<file path="src/rtl/mv_tile_controller.sv">
// Matrix-vector tile sequencer: for each PE_NUMBER-wide tile of outputs it clears the PEs,
// streams N operand addresses, waits out the systolic skew, then drains A results to memory.

module mv_tile_lane #(
    parameter int            AW   = 10,
    parameter int            EW   = 18,
    parameter int            LANE = 0,
    parameter logic [AW-1:0] ZP   = '1
) (
    input  logic          clk,
    input  logic          reset,
    input  logic          fetch_i,
    input  logic [EW-1:0] row_base_i,
    input  logic [EW-1:0] act_i,
    output logic [AW-1:0] addr_o
);
    logic [AW-1:0] addr_q, addr_d;

    // Inactive columns of a partial tile read the zero address so their PEs accumulate nothing.
    always_comb begin
        addr_d = ZP;
        if (fetch_i && (EW'(LANE) < act_i))
            addr_d = AW'(row_base_i + EW'(LANE));
    end

    always_ff @(posedge clk) begin
        if (reset) addr_q <= ZP;
        else       addr_q <= addr_d;
    end

    assign addr_o = addr_q;
endmodule

module mv_tile_controller #(
    parameter int          ADDR_SIZE       = 10,
    parameter int          PE_NUMBER       = 64,
    parameter int          DIM_W           = 8,
    parameter logic [15:0] MEM_HEAD_ADDR   = 16'h000f,
    parameter logic [15:0] ZERO_POINT_ADDR = 16'hffff
) (
    input  logic                                 clk,
    input  logic                                 reset,
    input  logic                                 csr_valid,
    input  logic [1:0]                           csr_addr,
    input  logic [DIM_W-1:0]                     csr_data,
    output logic                                 csr_ready,
    output logic                                 pe_clear,
    output logic                                 read,
    output logic [ADDR_SIZE-1:0]                 l_d_o_addr,
    output logic [PE_NUMBER-1:0][ADDR_SIZE-1:0]  pe_t_o_addr,
    output logic                                 w_en,
    output logic [ADDR_SIZE-1:0]                 w_addr,
    output logic                                 busy,
    output logic                                 done,
    output logic                                 err
);
    localparam int             AW     = ADDR_SIZE;
    localparam int             EW     = ADDR_SIZE + DIM_W;
    localparam int             CW     = DIM_W + 1;
    localparam logic [AW-1:0]  ZP     = AW'(ZERO_POINT_ADDR);
    localparam logic [EW-1:0]  ZP_E   = EW'(ZP);
    localparam logic [EW-1:0]  HEAD_E = EW'(AW'(MEM_HEAD_ADDR));
    localparam logic [EW-1:0]  PE_E   = EW'(PE_NUMBER);
    localparam logic [EW-1:0]  ONE_E  = EW'(1);
    localparam logic [EW-1:0]  TWO_E  = EW'(2);

    typedef enum logic [2:0] {S_IDLE, S_CLEAR, S_FETCH, S_WAIT, S_DRAIN, S_NEXT} state_t;

    state_t             state_q, state_d;
    logic [DIM_W-1:0]   n_q, n_d, m_q, m_d, t_q, t_d;
    logic [CW-1:0]      cnt_q, cnt_d;
    logic               err_q, err_d;
    logic               csr_ready_q, pe_clear_q, read_q, w_en_q, done_q;
    logic [AW-1:0]      w_addr_q, l_d_q;

    logic [EW-1:0]      n_e, m_e, cnt_e, out_base, tile_base, rem_e, act_e, row_base;
    logic               cfg_ok, last_tile, start, fetch_last, wait_last, drain_last;

    assign n_e       = EW'(n_q);
    assign m_e       = EW'(m_q);
    assign cnt_e     = EW'(cnt_q);
    assign out_base  = HEAD_E + n_e + n_e * m_e;
    assign tile_base = EW'(t_q) * PE_E;
    assign rem_e     = m_e - tile_base;
    assign act_e     = (rem_e < PE_E) ? rem_e : PE_E;
    assign last_tile = (tile_base + PE_E) >= m_e;
    assign row_base  = HEAD_E + n_e + cnt_e * m_e + tile_base;

    // The whole result block must end below the zero address, so no legal run ever wraps.
    assign cfg_ok     = (n_q != '0) && (m_q != '0) && ((out_base + m_e - ONE_E) < ZP_E);
    assign start      = csr_valid && csr_ready_q && (csr_addr == 2'd2) && csr_data[0];
    assign fetch_last = cnt_e == (n_e - ONE_E);
    assign wait_last  = cnt_e == (n_e + act_e - TWO_E);
    assign drain_last = cnt_e == (act_e - ONE_E);

    always_comb begin
        state_d = state_q;
        cnt_d   = cnt_q;
        t_d     = t_q;
        err_d   = err_q;
        n_d     = n_q;
        m_d     = m_q;
        if (csr_valid && csr_ready_q) begin
            if (csr_addr == 2'd0) n_d = csr_data;
            if (csr_addr == 2'd1) m_d = csr_data;
        end
        case (state_q)
            S_IDLE: if (start) begin
                if (cfg_ok) begin
                    state_d = S_CLEAR;
                    t_d     = '0;
                    cnt_d   = '0;
                    err_d   = 1'b0;
                end else begin
                    err_d   = 1'b1;
                end
            end
            S_CLEAR: begin
                state_d = S_FETCH;
                cnt_d   = '0;
            end
            S_FETCH: begin
                if (fetch_last) begin state_d = S_WAIT; cnt_d = '0; end
                else cnt_d = cnt_q + 1'b1;
            end
            S_WAIT: begin
                if (wait_last) begin state_d = S_DRAIN; cnt_d = '0; end
                else cnt_d = cnt_q + 1'b1;
            end
            S_DRAIN: begin
                if (drain_last) begin state_d = S_NEXT; cnt_d = '0; end
                else cnt_d = cnt_q + 1'b1;
            end
            S_NEXT: begin
                if (last_tile) begin state_d = S_IDLE; t_d = '0; end
                else begin state_d = S_CLEAR; t_d = t_q + 1'b1; end
            end
            default: state_d = S_IDLE;
        endcase
    end

    // Every address-side output lags the state that produced it by exactly one cycle.
    always_ff @(posedge clk) begin
        if (reset) begin
            state_q     <= S_IDLE;
            n_q         <= '0;
            m_q         <= '0;
            t_q         <= '0;
            cnt_q       <= '0;
            err_q       <= 1'b0;
            csr_ready_q <= 1'b0;
            pe_clear_q  <= 1'b1;
            read_q      <= 1'b0;
            w_en_q      <= 1'b0;
            w_addr_q    <= '0;
            l_d_q       <= ZP;
            done_q      <= 1'b0;
        end else begin
            state_q     <= state_d;
            n_q         <= n_d;
            m_q         <= m_d;
            t_q         <= t_d;
            cnt_q       <= cnt_d;
            err_q       <= err_d;
            csr_ready_q <= (state_d == S_IDLE);
            pe_clear_q  <= (state_q == S_CLEAR);
            read_q      <= (state_q == S_DRAIN);
            w_en_q      <= (state_q == S_DRAIN);
            if (state_q == S_DRAIN) w_addr_q <= AW'(out_base + tile_base + cnt_e);
            l_d_q       <= (state_q == S_FETCH) ? AW'(HEAD_E + cnt_e) : ZP;
            done_q      <= (state_q == S_NEXT) && last_tile;
        end
    end

    for (genvar i = 0; i < PE_NUMBER; i++) begin : g_lane
        mv_tile_lane #(.AW(AW), .EW(EW), .LANE(i), .ZP(ZP)) u_lane (
            .clk        (clk),
            .reset      (reset),
            .fetch_i    (state_q == S_FETCH),
            .row_base_i (row_base),
            .act_i      (act_e),
            .addr_o     (pe_t_o_addr[i])
        );
    end

    assign csr_ready  = csr_ready_q;
    assign pe_clear   = pe_clear_q;
    assign read       = read_q;
    assign w_en       = w_en_q;
    assign w_addr     = w_addr_q;
    assign l_d_o_addr = l_d_q;
    assign busy       = (state_q != S_IDLE);
    assign done       = done_q;
    assign err        = err_q;
endmodule
</file>
<file path="config.mk">
export PLATFORM = sky130hd
export DESIGN_NAME = mv_tile_controller
export DESIGN_NICKNAME = d
export VERILOG_FILES = /design/src/rtl/mv_tile_controller.sv
export SDC_FILE = /design/constraint.sdc
export NUM_CORES = 2
export LEC_CHECK = 0
export CAP_MARGIN = 0
export CORE_MARGIN = 2
export CORE_UTILIZATION = 35
export CTS_BUF_LIST = sky130_fd_sc_hd__clkbuf_16
export DETAILED_ROUTE_END_ITERATION = 8
export MAX_ROUTING_LAYER = met4
export PLACE_DENSITY_LB_ADDON = 0.12
export REMOVE_ABC_BUFFERS = 1
export SYNTH_ARGS = -nofsm -noshare
export SYNTH_HDL_FRONTEND = slang
export SYNTH_HIERARCHICAL = 1
export SYNTH_SLANG_ARGS = --single-unit
</file>
<file path="constraint.sdc">
create_clock -name clk -period 51.3 [get_ports clk]
set_clock_uncertainty 0.2 [all_clocks]
set_input_delay 10.26 -clock clk [delete_from_list [all_inputs] [get_ports clk]]
set_output_delay 10.26 -clock clk [all_outputs]
set_load 0.01 [all_outputs]
</file>
Word level (Yosys, flattened, before mapping) --
Index checks and enable logic that the tools add are counted.
Storage, ports and cells: bits in registers 701, bits in latches 0, memory bits (writable) 0, memory bits (read-only) 0, bits of input ports 13, output and inout port bits 667, memories 0
Cells by class: add/sub/neg operators 80, $mul 2, div/mod/pow operators 0, magnitude comparators 67, equal/unequal tests 12, shift-type cells 0, muxes and demuxes 19, bitwise operators 65, reduce and logical (&&, ||, !) cells 148
Operators by type and width (count):
- less-than comparator 6 x 18 -> 1 bit (first input constant) | 32
- adder 10 x 6 -> 10 bit (second input constant) | 32
- less-than comparator 5 x 18 -> 1 bit (first input constant) | 16
- adder 10 x 5 -> 10 bit (second input constant) | 16
- less-than comparator 4 x 18 -> 1 bit (first input constant) | 8
- OR reduction 2 bit | 65
- adder 10 x 4 -> 10 bit (second input constant) | 8
- less-than comparator 3 x 18 -> 1 bit (first input constant) | 4
- logical AND 1 bit | 70
- inverter 1 bit | 65
- equality test 9 x 18 -> 1 bit | 3
- two-way mux 9 bit | 5
- case mux 9 bit (5 select lines) | 1
- adder 10 x 3 -> 10 bit (second input constant) | 4
- less-than comparator 1 x 18 -> 1 bit (first input constant) | 2
- less-than comparator 2 x 18 -> 1 bit (first input constant) | 2
- subtractor 18 x 1 -> 18 bit (second input constant) | 2
- two-way mux 8 bit | 3
- adder 10 bit | 2
- adder 10 x 2 -> 10 bit (second input constant) | 2
- adder 17 x 8 -> 18 bit | 1
- adder 8 x 18 -> 18 bit | 1
- less-than comparator 18 x 10 -> 1 bit (second input constant) | 1
- less-than comparator 18 x 7 -> 1 bit (second input constant) | 1
- 34 further kinds | 47

Longest topological paths before layout --
word-level depth 10, depth in mapped cells 32, gate-level depth less buffers 29

Worst setup path before layout --
OpenSTA, ideal clock, no wires.
kind reg-to-reg, from reg n_q[0], to reg g_lane[3].u_lane.addr_q[9], arrival time 16.019 ns, data required time 51.019 ns, slack 34.999 ns, stages on the path, launching flop included 21, buffers on the path 2, clock period less this slack 16.301 ns, cell sequence dfxtp_1 > clkbuf_1 > inv_1 > ha_1 > and2_1 > clkbuf_1 > xnor2_1 > fa_1 > fa_1 > inv_1 > ha_1 > inv_1 > fa_1 > inv_1 > ha_1 > ha_1 > fa_1 > xor2_1 > o21ai_0 > or4_4 > nand3_2
On the way: longest elaborated chain between the ends 4
Ends and longest elaborated chain:
- start, declared | line 70 | logic [DIM_W-1:0] n_q, n_d, m_q, m_d, t_q, t_d;
- start signal, assigned | line 160 | n_q <= n_d;
- adder 4 x 8 -> 9 bit | line 87 | assign row_base = HEAD_E + n_e + cnt_e * m_e + tile_base;
- adder 9 x 10 -> 10 bit | line 87
- adder 10 bit | line 87
- named net row_base[6] | line 76 | logic [EW-1:0] n_e, m_e, cnt_e, out_base, tile_base, rem_e, act_e, row_base;
- adder 10 x 2 -> 10 bit | line 23 | addr_d = AW'(row_base_i + EW'(LANE));
- end signal, assigned | line 28 | else addr_q <= addr_d;
- end, declared | line 17 | logic [AW-1:0] addr_q, addr_d;
The timed path passes the listed nets, and every way through them passes these cells. A chain may end at the register's enable or synchronous reset.

Final worst setup path --
from in csr_valid, to reg t_q[1]
On the way: longest elaborated chain between the ends 5
Ends and longest elaborated chain:
- start, declared | line 43 | input logic csr_valid,
- logical AND 1 bit (3 in a row) | line 91 | assign start = csr_valid && csr_ready_q && (csr_addr == 2'd2) && csr_data[0];
- != test 2 bit (no source line)
- AND reduction 3 bit (no source line)
- end signal, assigned | line 162 | t_q <= t_d;
- end, declared | line 70
Every way passes these cells.

==> impl_results.md <==
- Synth-to-Final Area Change: 35.4%
- Via count: 35488
- Avg Vias per Cell: about 4.8
- DP Area: 51700 um^2
- Post-Route WL: 138000 um
- Hold Path Class: reg2reg
- Setup WS pre-CTS: 37610 ps
- Final Hold Fails: 0
- Leak pwr: about 22 nW
- Setup-failing EPs final: 0
- Layout Cells excl Fill: 7323
- H-tree lvl count: 3
- Pwr Total: 1.27 mW
- CTS Buffer Depth: 3
- CP max FO: 10
- Critical path data arrival time: 13350 ps
- Clock power share: a little under half
- Sw frac: 27.4%
- Worst skew pair latency: 660 ps
- Worst-Margin Slew: 1040 ps
- Critical R2R Launch: n_q[0]$_SDFFE_PP0P_
- Nets: a little over 6000
- CP startpoint kind: input port
- Int Power: 0.922 mW
- Finished Core Util: a little under half
- Total negative slack: 0 ps
- Peak Freq: 76.8 MHz
- Sw power: 0.348 mW
- Share of layout cells above drive strength 1: 8.78%
- PortBufs: approximately 680
- DIE AREA: 117000 um^2
- Detail Route Antenna Nets: 0
- Die X: roughly 340 um
- Iter 0 DRT Violations: 1845
- DRC viols: 0
- PostCTS Resize Cnt: 0
- Placed Cells: 7174
- Vias in the first global route: about 34000
- Comb pwr share: 12.0%
- Setup crit start: csr_valid
- Initial antenna violation count: 0
- Buffer count from post-CTS setup fixing: 0
- PwrDens: around 23 nW/um^2
- Share of the clock period used by the worst path: between 20 and 30%
- Seq pwr share: 43.0%
- Hold Slack: 229 ps
- Sink Count: ~700
- Area of the core: 114000 um^2
- Maximum number of pins on one net before global-route repair: 173
- Row count: 124
- Initial core utilization: 35.2%
- Synth Area per Inst: 9.34 um^2
- Hold path start: t_q[7]$_SDFFE_PP0P_
- CP required: slightly above 50000 ps
- CTS tree: done
- Final Max Slew Viols: 0
- Post-synthesis cell count: approximately 4300
- RSZ-0062 raised after global routing: false
- Global-route wire length before repair: 209000 um
- # IOs: 680
- Max-slew headroom: 30.6%
- GRT Residual Overflow: 0
- Dpl hpwl: 91300 um
- Design area: roughly 54000 um^2
- Maximum Capacitance Violations: 0
- Layout fillers: about 11000
- GRT Util Overall: 23.7%
- CTS Hold Buffers Added: 0
- CP Class: in2reg
- Setup ws final: 38290 ps
- Clock transition at path regs: 60 ps
- WL per Instance: 18.9 um
- Mapped Area: between 40000 and 50000 um^2
- Clk root buf: clkbuf_16
- Crit path time final: 13010 ps
- Synth warnings: 6
- DRT Pass-1 Iters: 5
- Outcome: completed
- VDD IR max: 0.0237 mV
- Final RePlAce weighted congestion: 0.842
- DIE HEIGHT: 343 um
- Cts bufs inserted: 82
- Worst Setup End Kind: flip-flop
-- final cells by class --
type | count | area [um^2] | area share [%]
multi-input cells | 3904 | 27300 | 50.3
diodes | 1 | 2.50 | 0.00461
inverters | 333 | 1260 | 2.32
clock inverters | 65 | 526 | 0.968
repair buffers | 724 | 7210 | 13.3
flip-flops and latches | 701 | 14000 | 25.8
clock buffers | 83 | 2080 | 3.83
well taps | 1512 | 1890 | 3.48
-- worst max-delay path, cell delays in order --
cell and delay [ps]:
clkdlybuf4s50_1 450, nand2_1 80, nor3_1 330, o211ai_1 140
a31oi_1 210, o211ai_1 130, a311oi_1 290, o2111ai_1 140
or4_1 690, o31ai_4 490, o31ai_1 130
-- power by group through the flow --
| stage | sequential (mW) | combinational (mW) | clock [mW] |
|---|---|---|---|
| 2_1_floorplan | 0.557 | 0.120 | 0 |
| 3_3_place_gp | 0.558 | 0.149 | 0 |
| 3_5_place_dp | 0.558 | 0.149 | 0 |
| 4_1_cts | 0.546 | 0.150 | 0.588 |
| 5_1_grt | 0.545 | 0.170 | 0.609 |
| 6_report | 0.546 | 0.152 | 0.573 |
-- final timing paths --
path	slack, ps	cells past startpoint	to
max	38290	11	t_q[1]$_SDFFE_PP0P_
min	230	2	t_q[7]$_SDFFE_PP0P_
max reg2reg	42060	28	t_q[1]$_SDFFE_PP0P_
min reg2reg	230	2	t_q[7]$_SDFFE_PP0P_
-- state kept, by name (all words and copies together), names as in the netlist --
register              flops
err                       1
g_lane.u_lane/addr_o    640
l_d_o_addr               10
m_q                       8
csr_ready                 1
t_q                       8
done                      1
pe_clear                  1
w_addr                   10
w_en                      1
state_q                   3
n_q                       8
cnt_q                     9
-- layout by cell type (no fill, tap or decap), drive strengths merged, types with 59 or more instances in the layout --
| cell type | n |
|---|---|
| xor2 | 204 |
| clkbuf | 83 |
| nor4 | 182 |
| conb | 735 |
| dfxtp | 701 |
| o21ai | 189 |
| nand4 | 87 |
| fa | 93 |
| o211ai | 108 |
| clkdlybuf4s50 | 678 |
| nand2b | 101 |
| nand3 | 178 |
| inv | 350 |
| a21oi | 134 |
| ha | 204 |
| nor2 | 219 |
| nor3 | 84 |
| xnor2 | 171 |
| nor2b | 59 |
| nand2 | 566 |
-- metal layers --
metal | share of wire, % | wire, um | GRT usage, % | vias to the layer above
li1 | - | - | - | 17448
met4 | 2.8 | 3930 | 7.12 | 0
met3 | 6.3 | 8700 | 4.72 | 183
met1 | 44 | 61200 | 30.2 | 16937
met2 | 47 | 64300 | 37.8 | 920
met5 | 0 | 0 | - | -
No activity file was read; power rests on OpenSTA's default activity.
